**src/rtl/alu_ctrl_pkg.sv**
```systemverilog
// alu_ctrl_pkg
//   Shared definitions for the ALU sequencing stage.
//   - OP_* : operation encodings, identical to what the ALU 's' input and
//            the instruction decoder use.
//   - state_t : sequencer states (IDLE, DIVW, EXEC).
package alu_ctrl_pkg;

    localparam logic [1:0] OP_ADD = 2'b00;
    localparam logic [1:0] OP_SUB = 2'b01;
    localparam logic [1:0] OP_MUL = 2'b10;
    localparam logic [1:0] OP_DIV = 2'b11;

    typedef enum logic [1:0] {
        IDLE = 2'b00,
        DIVW = 2'b01,
        EXEC = 2'b10
    } state_t;

endpackage

```
**src/rtl/alu_ctrl.sv**
```systemverilog
// alu_ctrl
//   Sequencing stage in front of the Sextium III ALU. One request is
//   accepted per start pulse (only while idle). Operands and op are latched
//   and drive the ALU. DIV clocks the ALU divider pipeline through
//   alu_diven for DIV_LATENCY cycles. The ALU result is then captured into
//   res, and done pulses for one cycle.
//
// Ports
//   clock, reset_n        : clock and asynchronous active-low reset
//   start, op, opa, opb   : request strobe, operation and operands (ACC, DR)
//   busy                  : high while a request is in flight (state != IDLE)
//   done                  : one-cycle pulse, res/div_zero valid
//   res                   : registered result, held until next capture/reset
//   div_zero              : with done, flags DIV by zero (res forced to 0)
//   alu_a, alu_b, alu_s   : ALU dataa, datab, s
//   alu_diven             : ALU divider clock enable
//   alu_result            : ALU result
//   dbg_state             : current sequencer state, for observation
//
// Handshake: start is a single-cycle request sampled only in IDLE; a start
// seen in any other state is dropped. Completion is signalled only by the
// done pulse; there is no backpressure on the result.
module alu_ctrl
    import alu_ctrl_pkg::*;
#(
    parameter int WIDTH       = 16,
    parameter int DIV_LATENCY = 5
) (
    input  logic             clock,
    input  logic             reset_n,
    input  logic             start,
    input  logic [1:0]       op,
    input  logic [WIDTH-1:0] opa,
    input  logic [WIDTH-1:0] opb,
    output logic             busy,
    output logic             done,
    output logic [WIDTH-1:0] res,
    output logic             div_zero,
    output logic [WIDTH-1:0] alu_a,
    output logic [WIDTH-1:0] alu_b,
    output logic [1:0]       alu_s,
    output logic             alu_diven,
    input  logic [WIDTH-1:0] alu_result,
    output state_t           dbg_state
);

    localparam int CW = $clog2(DIV_LATENCY + 1);

    state_t           r_state;
    logic [CW-1:0]    r_cnt;
    logic [1:0]       r_op;
    logic [WIDTH-1:0] r_opa;
    logic [WIDTH-1:0] r_opb;
    logic             r_dz;        // request is DIV with opb == 0
    logic             r_done;
    logic             r_div_zero;
    logic [WIDTH-1:0] r_res;

    logic             w_is_div;

    assign w_is_div = (r_op == OP_DIV);

    // The ALU computes datab/dataa for DIV, so operands are swapped to
    // yield opa/opb.
    assign alu_a     = w_is_div ? r_opb : r_opa;
    assign alu_b     = w_is_div ? r_opa : r_opb;
    assign alu_s     = r_op;
    assign alu_diven = (r_state == DIVW);

    assign busy      = (r_state != IDLE);
    assign done      = r_done;
    assign res       = r_res;
    assign div_zero  = r_div_zero;
    assign dbg_state = r_state;

    always_ff @(posedge clock or negedge reset_n) begin
        if (!reset_n) begin
            r_state    <= IDLE;
            r_cnt      <= '0;
            r_op       <= OP_ADD;
            r_opa      <= '0;
            r_opb      <= '0;
            r_dz       <= 1'b0;
            r_done     <= 1'b0;
            r_div_zero <= 1'b0;
            r_res      <= '0;
        end else begin
            // done/div_zero are pulses; EXEC re-asserts them.
            r_done     <= 1'b0;
            r_div_zero <= 1'b0;
            case (r_state)
                IDLE: begin
                    if (start) begin
                        r_op  <= op;
                        r_opa <= opa;
                        r_opb <= opb;
                        r_cnt <= '0;
                        if (op == OP_DIV && opb != '0) begin
                            r_dz    <= 1'b0;
                            r_state <= DIVW;
                        end else begin
                            // Divide by zero skips the divider entirely.
                            r_dz    <= (op == OP_DIV);
                            r_state <= EXEC;
                        end
                    end
                end
                DIVW: begin
                    r_cnt <= r_cnt + CW'(1);
                    if (r_cnt == CW'(DIV_LATENCY - 1)) begin
                        r_state <= EXEC;
                    end
                end
                EXEC: begin
                    r_res      <= r_dz ? '0 : alu_result;
                    r_div_zero <= r_dz;
                    r_done     <= 1'b1;
                    r_state    <= IDLE;
                end
                default: begin
                    r_state <= IDLE;
                end
            endcase
        end
    end

endmodule

```
**config.mk**
```make
export PLATFORM = sky130hd
export DESIGN_NAME = alu_ctrl
export DESIGN_NICKNAME = d
export VERILOG_FILES = /design/src/rtl/alu_ctrl_pkg.sv /design/src/rtl/alu_ctrl.sv
export SDC_FILE = /design/constraint.sdc
export NUM_CORES = 1
export LEC_CHECK = 0
export CORE_ASPECT_RATIO = 0.7
export CORE_MARGIN = 5
export CORE_UTILIZATION = 46
export DETAILED_ROUTE_END_ITERATION = 6
export GPL_ROUTABILITY_DRIVEN = 0
export MAX_ROUTING_LAYER = met4
export PLACE_DENSITY = 0.83
export SYNTH_ARGS = -nofsm -noshare
export SYNTH_HDL_FRONTEND = slang
export SYNTH_SLANG_ARGS = --single-unit
```
**constraint.sdc**
```tcl
create_clock -name clock -period 3.25 [get_ports clock]
set_input_delay 0.975 -clock clock [delete_from_list [all_inputs] [get_ports clock]]
set_output_delay 0.975 -clock clock [all_outputs]
set_load 0.01 [all_outputs]
```
# --- Yosys cells after proc, flatten, opt, wreduce, memory -nomap -nowiden ---
# Index checks and enable logic that the tools add are counted.
totals:
  register_bits: 58
  elab_cells: 37
  input_bits: 53
  out_inout_bits: 56
classes:
  eq_ne: 7
  reduce_logical: 8
  n_addsub: 1
  n_mux: 12
ops:
  columns: ["cell", "count"]
  rows:
  - ["16-bit 2-to-1 mux", 3]
  - ["16-bit nonzero test", 1]
  - ["2-bit equality test, second input constant", 3]
  - ["2-bit 2-to-1 mux", 3]
  - ["3-bit case mux with 2 select lines", 1]
  - ["2-bit AND reduction", 3]
  - ["2-bit case mux with 2 select lines", 1]
  - ["2-bit nonzero test", 2]
  - ["3-bit by 1-bit adder with 3-bit output, second input constant", 1]
  - ["3-bit equality test, second input constant", 1]
  - ["1-bit 2-to-1 mux", 3]
  - ["3-bit 2-to-1 mux", 1]
  - ["2-bit by 1-bit equality test with 1-bit output, second input constant", 1]
  - ["2-bit zero test", 1]
  - ["2-bit by 1-bit inequality test with 1-bit output, second input constant", 1]
  - ["2-bit inequality test, second input constant", 1]
  - ["1-bit logical AND", 1]

# --- Depth between registers and ports, before layout ---
# Gate-level depths: netlist of run 1.
depth:
  ltp_word: 5
  ltp_mapped: 5
  ltp_nobuf: 4

# --- Worst setup path before layout of run 1 ---
# Ideal clock, no wire load.
synth_timing:
  path_kind: "register -> output"
  startpoint: "register r_op[0], in the netlist alu_s[0]"
  endpoint: "output port alu_a[0]"
  arrival_ns: 1.139
  slack_ns: 1.136
  n_path_buf: 1
  t_required_ns: 2.275
  path_stages_with_launch: 4
  path_cell_list: "dfrtp_1 nand2_1 buf_2 mux2_2"
synth_between:
  elab_chain_len: 2
synth_rtl:
  columns: ["item", "line_no", "rtl"]
  rows:
  - ["start: declaration", "alu_ctrl.sv:51", "logic [1:0] r_op;"]
  - ["start signal: assignment", "alu_ctrl.sv:94", "r_op <= op;"]
  - ["2-bit equality test", "alu_ctrl.sv:61", "assign w_is_div = (r_op == OP_DIV);"]
  - ["16-bit 2-to-1 mux", "alu_ctrl.sv:65", "assign alu_a = w_is_div ? r_opb : r_opa;"]
  - ["end: declaration", "alu_ctrl.sv:39", "output logic [WIDTH-1:0] alu_a,"]
# Every way passes these cells.

# --- Worst setup path after layout of run 1 ---
layout_timing:
  startpoint: "register r_op[0], in the netlist alu_s[0]"
  endpoint: "output port alu_a[15]"
# The elaborated chain is that of the path after synthesis.

==> impl_metrics.yaml, run 1 <==
outcome:
  outcome: "completed"
place:
  numPortBuffers: 108
  dpl_worst_slack_ns: 0.573
  hpwlAfterDp_mm: 4.95
routing:
  vias_per_cell: 4.99
  drt-initial-drc-count: 43
  ant_nets: 0
  route.detailed.drc: 0
  via_count: 2035
  wire_per_inst_um: 16.6
  wirelength_mm: 6.77
  dr.pass1.iters: 5
final_layout:
  diodes: 0
  drive_gt1_share_pct: 25.2
  area.growth.synth_to_final_pct: 48.2
  fillCellCount: 424
  final_common_cell: "clkdlybuf4s50_1"
  mostFrequentLayoutCells: "clkdlybuf4s50_1 (107), mux2_2 (63), dfrtp_1 (58), nand2_1 (35), o21ai_0 (15)"
  fin_nets: 384
die:
  die_area_um2: 7520
  die_h_um: 74.1
  rows: 23
  initial_utilization_pct: 47.3
  core_um2: 5700
  die_w_um: 102
  boundaryPins: 109
pwr:
  p_leak_nw: 1.72
  ir_worst_vdd_v: 0.000606
  cellPowerDensity_nw_per_um2: 1020
critical_path:
  cp-start-kind: "flip-flop"
  path_cells: "nand2_1 > buf_4 > mux2_2 > clkdlybuf4s50_1"
  worstSetupPathType: "flip-flop to output port"
  endpoint_kind: "output port"
  slowest_delay_ns: 0.50
  worstPathRequired_ns: 2.27
  cpMaxStageDelayCell: "clkdlybuf4s50_1"
  critPathArrivalTime_ns: 2.04
  crit_fanout: 32
grt:
  grt_pass1_wl_mm: 10.6
  grt_max_degree: 35
  grt_use_total_pct: 19.3
  antenna_found_initial: 0
  grt-ovfl-total: 0
  grt_pass1_vias: 2098
logic_synthesis:
  ys_seq_elements: 58
  synth_top_cell_area_share_pct: 53.8
  synth_area_leader_cell: "dfrtp_1"
  synth.net_count: 273
  syn_inst: 218
  yosysWarnings: 0
  synth_area_leaders: "dfrtp_1 (54%), mux2_2 (26%), nand2_1 (4.9%)"
  yosysUniqueCellTypes: 29
  syn_area_um2: 2700
  avgSynthCellArea_um2: 12.4
  seq_area_frac_synth_pct: 53.8
timing:
  hold_viol: 0
  finalSetupViolations: 0
  rsz0062_at_grt: "false"
  slew_viol_final: 0
  setup_tns_ns: 0
  period_share_pct: 92.9
  fin_skew_ns: 0.00577
  setup_ws_ns: 0.230
  relSlewSlack_pct: 28.7
  fmax_ghz: 0.331
  worstMarginPinSlew_ns: 1.07
  period_minus_slack_ns: 3.02
worst_hold_path:
  hold_class: "flip-flop to flip-flop"
cts:
  cts_tree: "built"
  cts_sinks: 58
  cts_resized: 0
  worstSkewPairLatency_ns: 0.33
  cts_buffer_depth: 2
  cts_setup_buffers: 0
  cts-root-buf: "clkbuf_8"
  cts_buffers: 9
  clkTransAtPathRegs_ns: 0.06
  htree_levels: 3
  cts_hold_buf: 0
run:
  maxCapViolations: 0
critical path: cells and delay by family (launching register included):
family,cells,cell delay (ns)
buf+inv,2,0.88
flops,1,0.39
mux,1,0.38
simple gates,1,0.07
state kept, by name, indices dropped and copies added, names as in the netlist:
| register | count |
|---|---|
| alu_s | 2 |
| div_zero | 1 |
| r_dz | 1 |
| r_opb | 16 |
| r_opa | 16 |
| res | 16 |
| r_cnt | 3 |
| dbg_state | 2 |
| done | 1 |
logic make-up after synthesis:
kind of cell | synth area share (%)
multiplexers | 27.6
flip-flops | 53.8
AND/OR/NAND/NOR | 9.00
AO/OA/AOI/OAI | 4.55
buffers and inverters | 3.80
adder cells (fa/ha/maj) | 0.928
XOR/XNOR | 0.325
stage by stage:
step,cell area [um2],cells,power (mW),hold slack (ns),util (%)
2_1_floorplan,2700,218,2.41,0.464,-
3_3_place_gp,3820,393,3.46,0.462,67.1
3_5_place_dp,3820,393,3.52,0.469,67.1
4_1_cts,4000,408,4.13,0.484,70.1
5_1_grt,4000,408,4.33,0.505,70.1
6_report,4000,408,4.07,0.480,70.1
layout make-up:
cell class / count / area, um2 / share of cell area [%]
clock buffer: 12 / 155 / 3.88
sequential: 58 / 1450 / 36.3
clock inverter: 3 / 15.0 / 0.376
inverter: 5 / 18.8 / 0.470
timing repair buffer: 112 / 1120 / 28.0
multi-input combinational: 143 / 1140 / 28.6
tap: 75 / 93.8 / 2.35
final timing paths:
check | from | end | slack, ns | depth (start not counted)
worst max-delay path | alu_s[0]$_DFFE_PN0P_ | alu_a[15] | 0.23 | 4
worst min-delay path | res[9]$_DFFE_PN0P_ | res[9]$_DFFE_PN0P_ | 0.48 | 2
worst max register to register | dbg_state[0]$_DFFE_PN0P_ | res[15]$_DFFE_PN0P_ | 1.44 | 2
worst min register to register | res[9]$_DFFE_PN0P_ | res[9]$_DFFE_PN0P_ | 0.48 | 2
max in group asynchronous | reset_n | r_opb[5]$_DFFE_PN0P_ | 2.00 | 2
min in group asynchronous | reset_n | r_cnt[0]$_DFFE_PN0P_ | 0.66 | 1
per-layer routing:
metal  vias up  share of wire (%)  global-route usage, %
li1        983                  -                      -
met3         8                5.6                   6.19
met1       977                 45                   23.9
met5         -                  0                      -
met2        67                 47                   29.5
met4         0                1.7                   7.82
power by group:
group	internal [mW]	switching, mW	leakage [nW]	total [mW]
clock	0.310	0.269	0.0920	0.579
sequential	1.06	0.232	0.702	1.29
combinational	1.36	0.836	0.926	2.20
cells in the mapped netlist:
cell / number
buf_6: 4
clkbuf_1: 1
o21ai_0: 15
o31ai_1: 1
xor2_1: 1
or2b_1: 1
dfrtp_1: 58
clkbuf_2: 1
o21ai_1: 2
nand3b_1: 1
inv_1: 4
ha_1: 2
mux2_1: 3
a21oi_1: 1
nor2_1: 3
nand4_1: 1
nor4_1: 4
or2_2: 1
or3_1: 1
buf_2: 6
a221oi_1: 1
a41o_1: 1
nand2b_1: 2
mux2_2: 63
nor3b_4: 1
o22ai_1: 1
clkinv_1: 1
nand2_1: 35
nand3_1: 2
No activity file was read; power rests on OpenSTA's default activity.
==> run 2, diff against run 1 <==
Settings changed: CORE_MARGIN 5 to not set, CORE_UTILIZATION 46 to 43, PLACE_DENSITY 0.83 to 0.78.
Clock period 3.25 ns to 3.3 ns, I/O delays scaled along.
==> impl_metrics.yaml, run 2 (synthesis results as in run 1) <==
final_layout:
  fillCellCount: 473
  diodes: 0
  final_common_cell: "clkdlybuf4s50_1"
  drive_gt1_share_pct: 25.1
  area.growth.synth_to_final_pct: 48.2
  fin_nets: 384
  design_area_um2: 4000
  mostFrequentLayoutCells: "clkdlybuf4s50_1 (107), mux2_2 (63), dfrtp_1 (58), nand2_1 (35), o21ai_0 (15)"
cts:
  worstSkewPairLatency_ns: 0.34
  cts_resized: 0
  htree_levels: 3
  cts_sinks: 58
  cts_buffers: 9
  cts_hold_buf: 0
  cts_tree: "built"
  cts_setup_buffers: 0
  clkTransAtPathRegs_ns: 0.06
  cts-root-buf: "clkbuf_8"
  cts_buffer_depth: 2
place:
  numPortBuffers: 108
  place_area_um2: 3810
  dpl_worst_slack_ns: 0.656
  hpwlAfterDp_mm: 4.36
grt:
  grt_pass1_vias: 1917
  grt_use_total_pct: 20.3
  use_met2_pct: 30.3
  grt-ovfl-total: 0
  top_usage_layer: "met2"
  grt_pass1_wl_mm: 9.68
  met3_usage_pct: 8.58
  antenna_found_initial: 0
  grt_max_degree: 59
  grt_use_met1_pct: 25.2
routing:
  ant_nets: 0
  via_count: 1998
  dr.pass1.iters: 4
  drt-initial-drc-count: 46
  wirelength_mm: 6.19
  route.detailed.drc: 0
  vias_per_cell: 4.89
  wire_per_inst_um: 15.1
critical_path:
  crit_start: "alu_s[0]$_DFFE_PN0P_"
  worstPathRequired_ns: 2.31
  endpoint_kind: "output port"
  critPathArrivalTime_ns: 1.99
  cp-start-kind: "flip-flop"
  r2r-start: "dbg_state[0]$_DFFE_PN0P_"
  worstSetupPathType: "flip-flop to output port"
  crit_fanout: 22
pwr:
  cellPowerDensity_nw_per_um2: 1010
  total_power_mw: 4.02
  p_leak_nw: 1.72
  ir_worst_vdd_v: 0.000638
timing:
  fmax_ghz: 0.335
  finalSetupViolations: 0
  setup_ws_ns: 0.319
  worstMarginPinSlew_ns: 1.01
  slew_viol_final: 0
  hold_viol: 0
  rsz0062_at_grt: "false"
  fin_skew_ns: 0.00299
  setup_tns_ns: 0
  relSlewSlack_pct: 32.4
  period_minus_slack_ns: 2.98
  period_share_pct: 90.3
die:
  rows: 23
  boundaryPins: 109
  die_h_um: 68.3
  core_um2: 5870
  die_area_um2: 6600
  initial_utilization_pct: 45.9
  die_w_um: 96.6
worst_hold_path:
  hold_class: "flip-flop to flip-flop"
  worstHoldStart: "res[1]$_DFFE_PN0P_"
outcome:
  outcome: "completed"
run:
  maxCapViolations: 0
-- run 2: cell count changes in the layout (fill, tap and decap cells not counted) --
cell and delta:
clkinv_2 -1, buf_4 +1, clkbuf_8 +1, buf_12 -1
clkbuf_1 +1
-- run 2: critical path: stages, from the launching register on --
cell,delay (ns)
dfrtp_1,0.39
nand2_1,0.09
buf_4,0.30
mux2_2,0.37
clkdlybuf4s50_1,0.49
-- run 2: final cells by class --
| cell class | count | area, um2 | area share, % |
|---|---|---|---|
| clock inverters | 2 | 10.0 | 0.251 |
| well taps | 75 | 93.8 | 2.35 |
| multi-input cells | 143 | 1140 | 28.6 |
| flip-flops and latches | 58 | 1450 | 36.3 |
| repair buffers | 112 | 1110 | 27.7 |
| clock buffers | 14 | 173 | 4.32 |
| inverters | 5 | 18.8 | 0.470 |
-- run 2: routing by layer --
layer | share of wire, % | vias up
met5 | 0 | -
met4 | 0.86 | 0
met3 | 6.5 | 6
met2 | 45 | 68
met1 | 47 | 942
li1 | - | 982
-- run 2: power by group --
| part | total, mW | leakage, nW | internal [mW] | switching, mW |
|---|---|---|---|---|
| Sequential | 1.28 | 0.702 | 1.05 | 0.231 |
| Combinational | 2.14 | 0.920 | 1.34 | 0.798 |
| Clock | 0.602 | 0.0965 | 0.332 | 0.270 |
| Total | 4.02 | 1.72 | 2.72 | 1.30 |
-- run 2: stage by stage --
stage | util, % | instances | hold slack [ns]
floorplan | - | 218 | 0.464
global placement | 64.9 | 393 | 0.462
detailed placement | 64.9 | 393 | 0.471
CTS | 68.1 | 409 | 0.486
global route | 68.1 | 409 | 0.506
finish | 68.1 | 409 | 0.480
-- run 2: worst paths after layout --
path                                   endpoint  slack, ns  depth (start not counted)
hold / removal               res[1]$_DFFE_PN0P_       0.48                          2
setup reg to reg             res[8]$_DFFE_PN0P_       1.55                          2
min in group asynchronous    res[0]$_DFFE_PN0P_       0.79                          2
hold reg to reg              res[1]$_DFFE_PN0P_       0.48                          2
setup / recovery                       alu_b[6]       0.32                          4
max in group asynchronous  r_opa[1]$_DFFE_PN0P_       2.04                          2
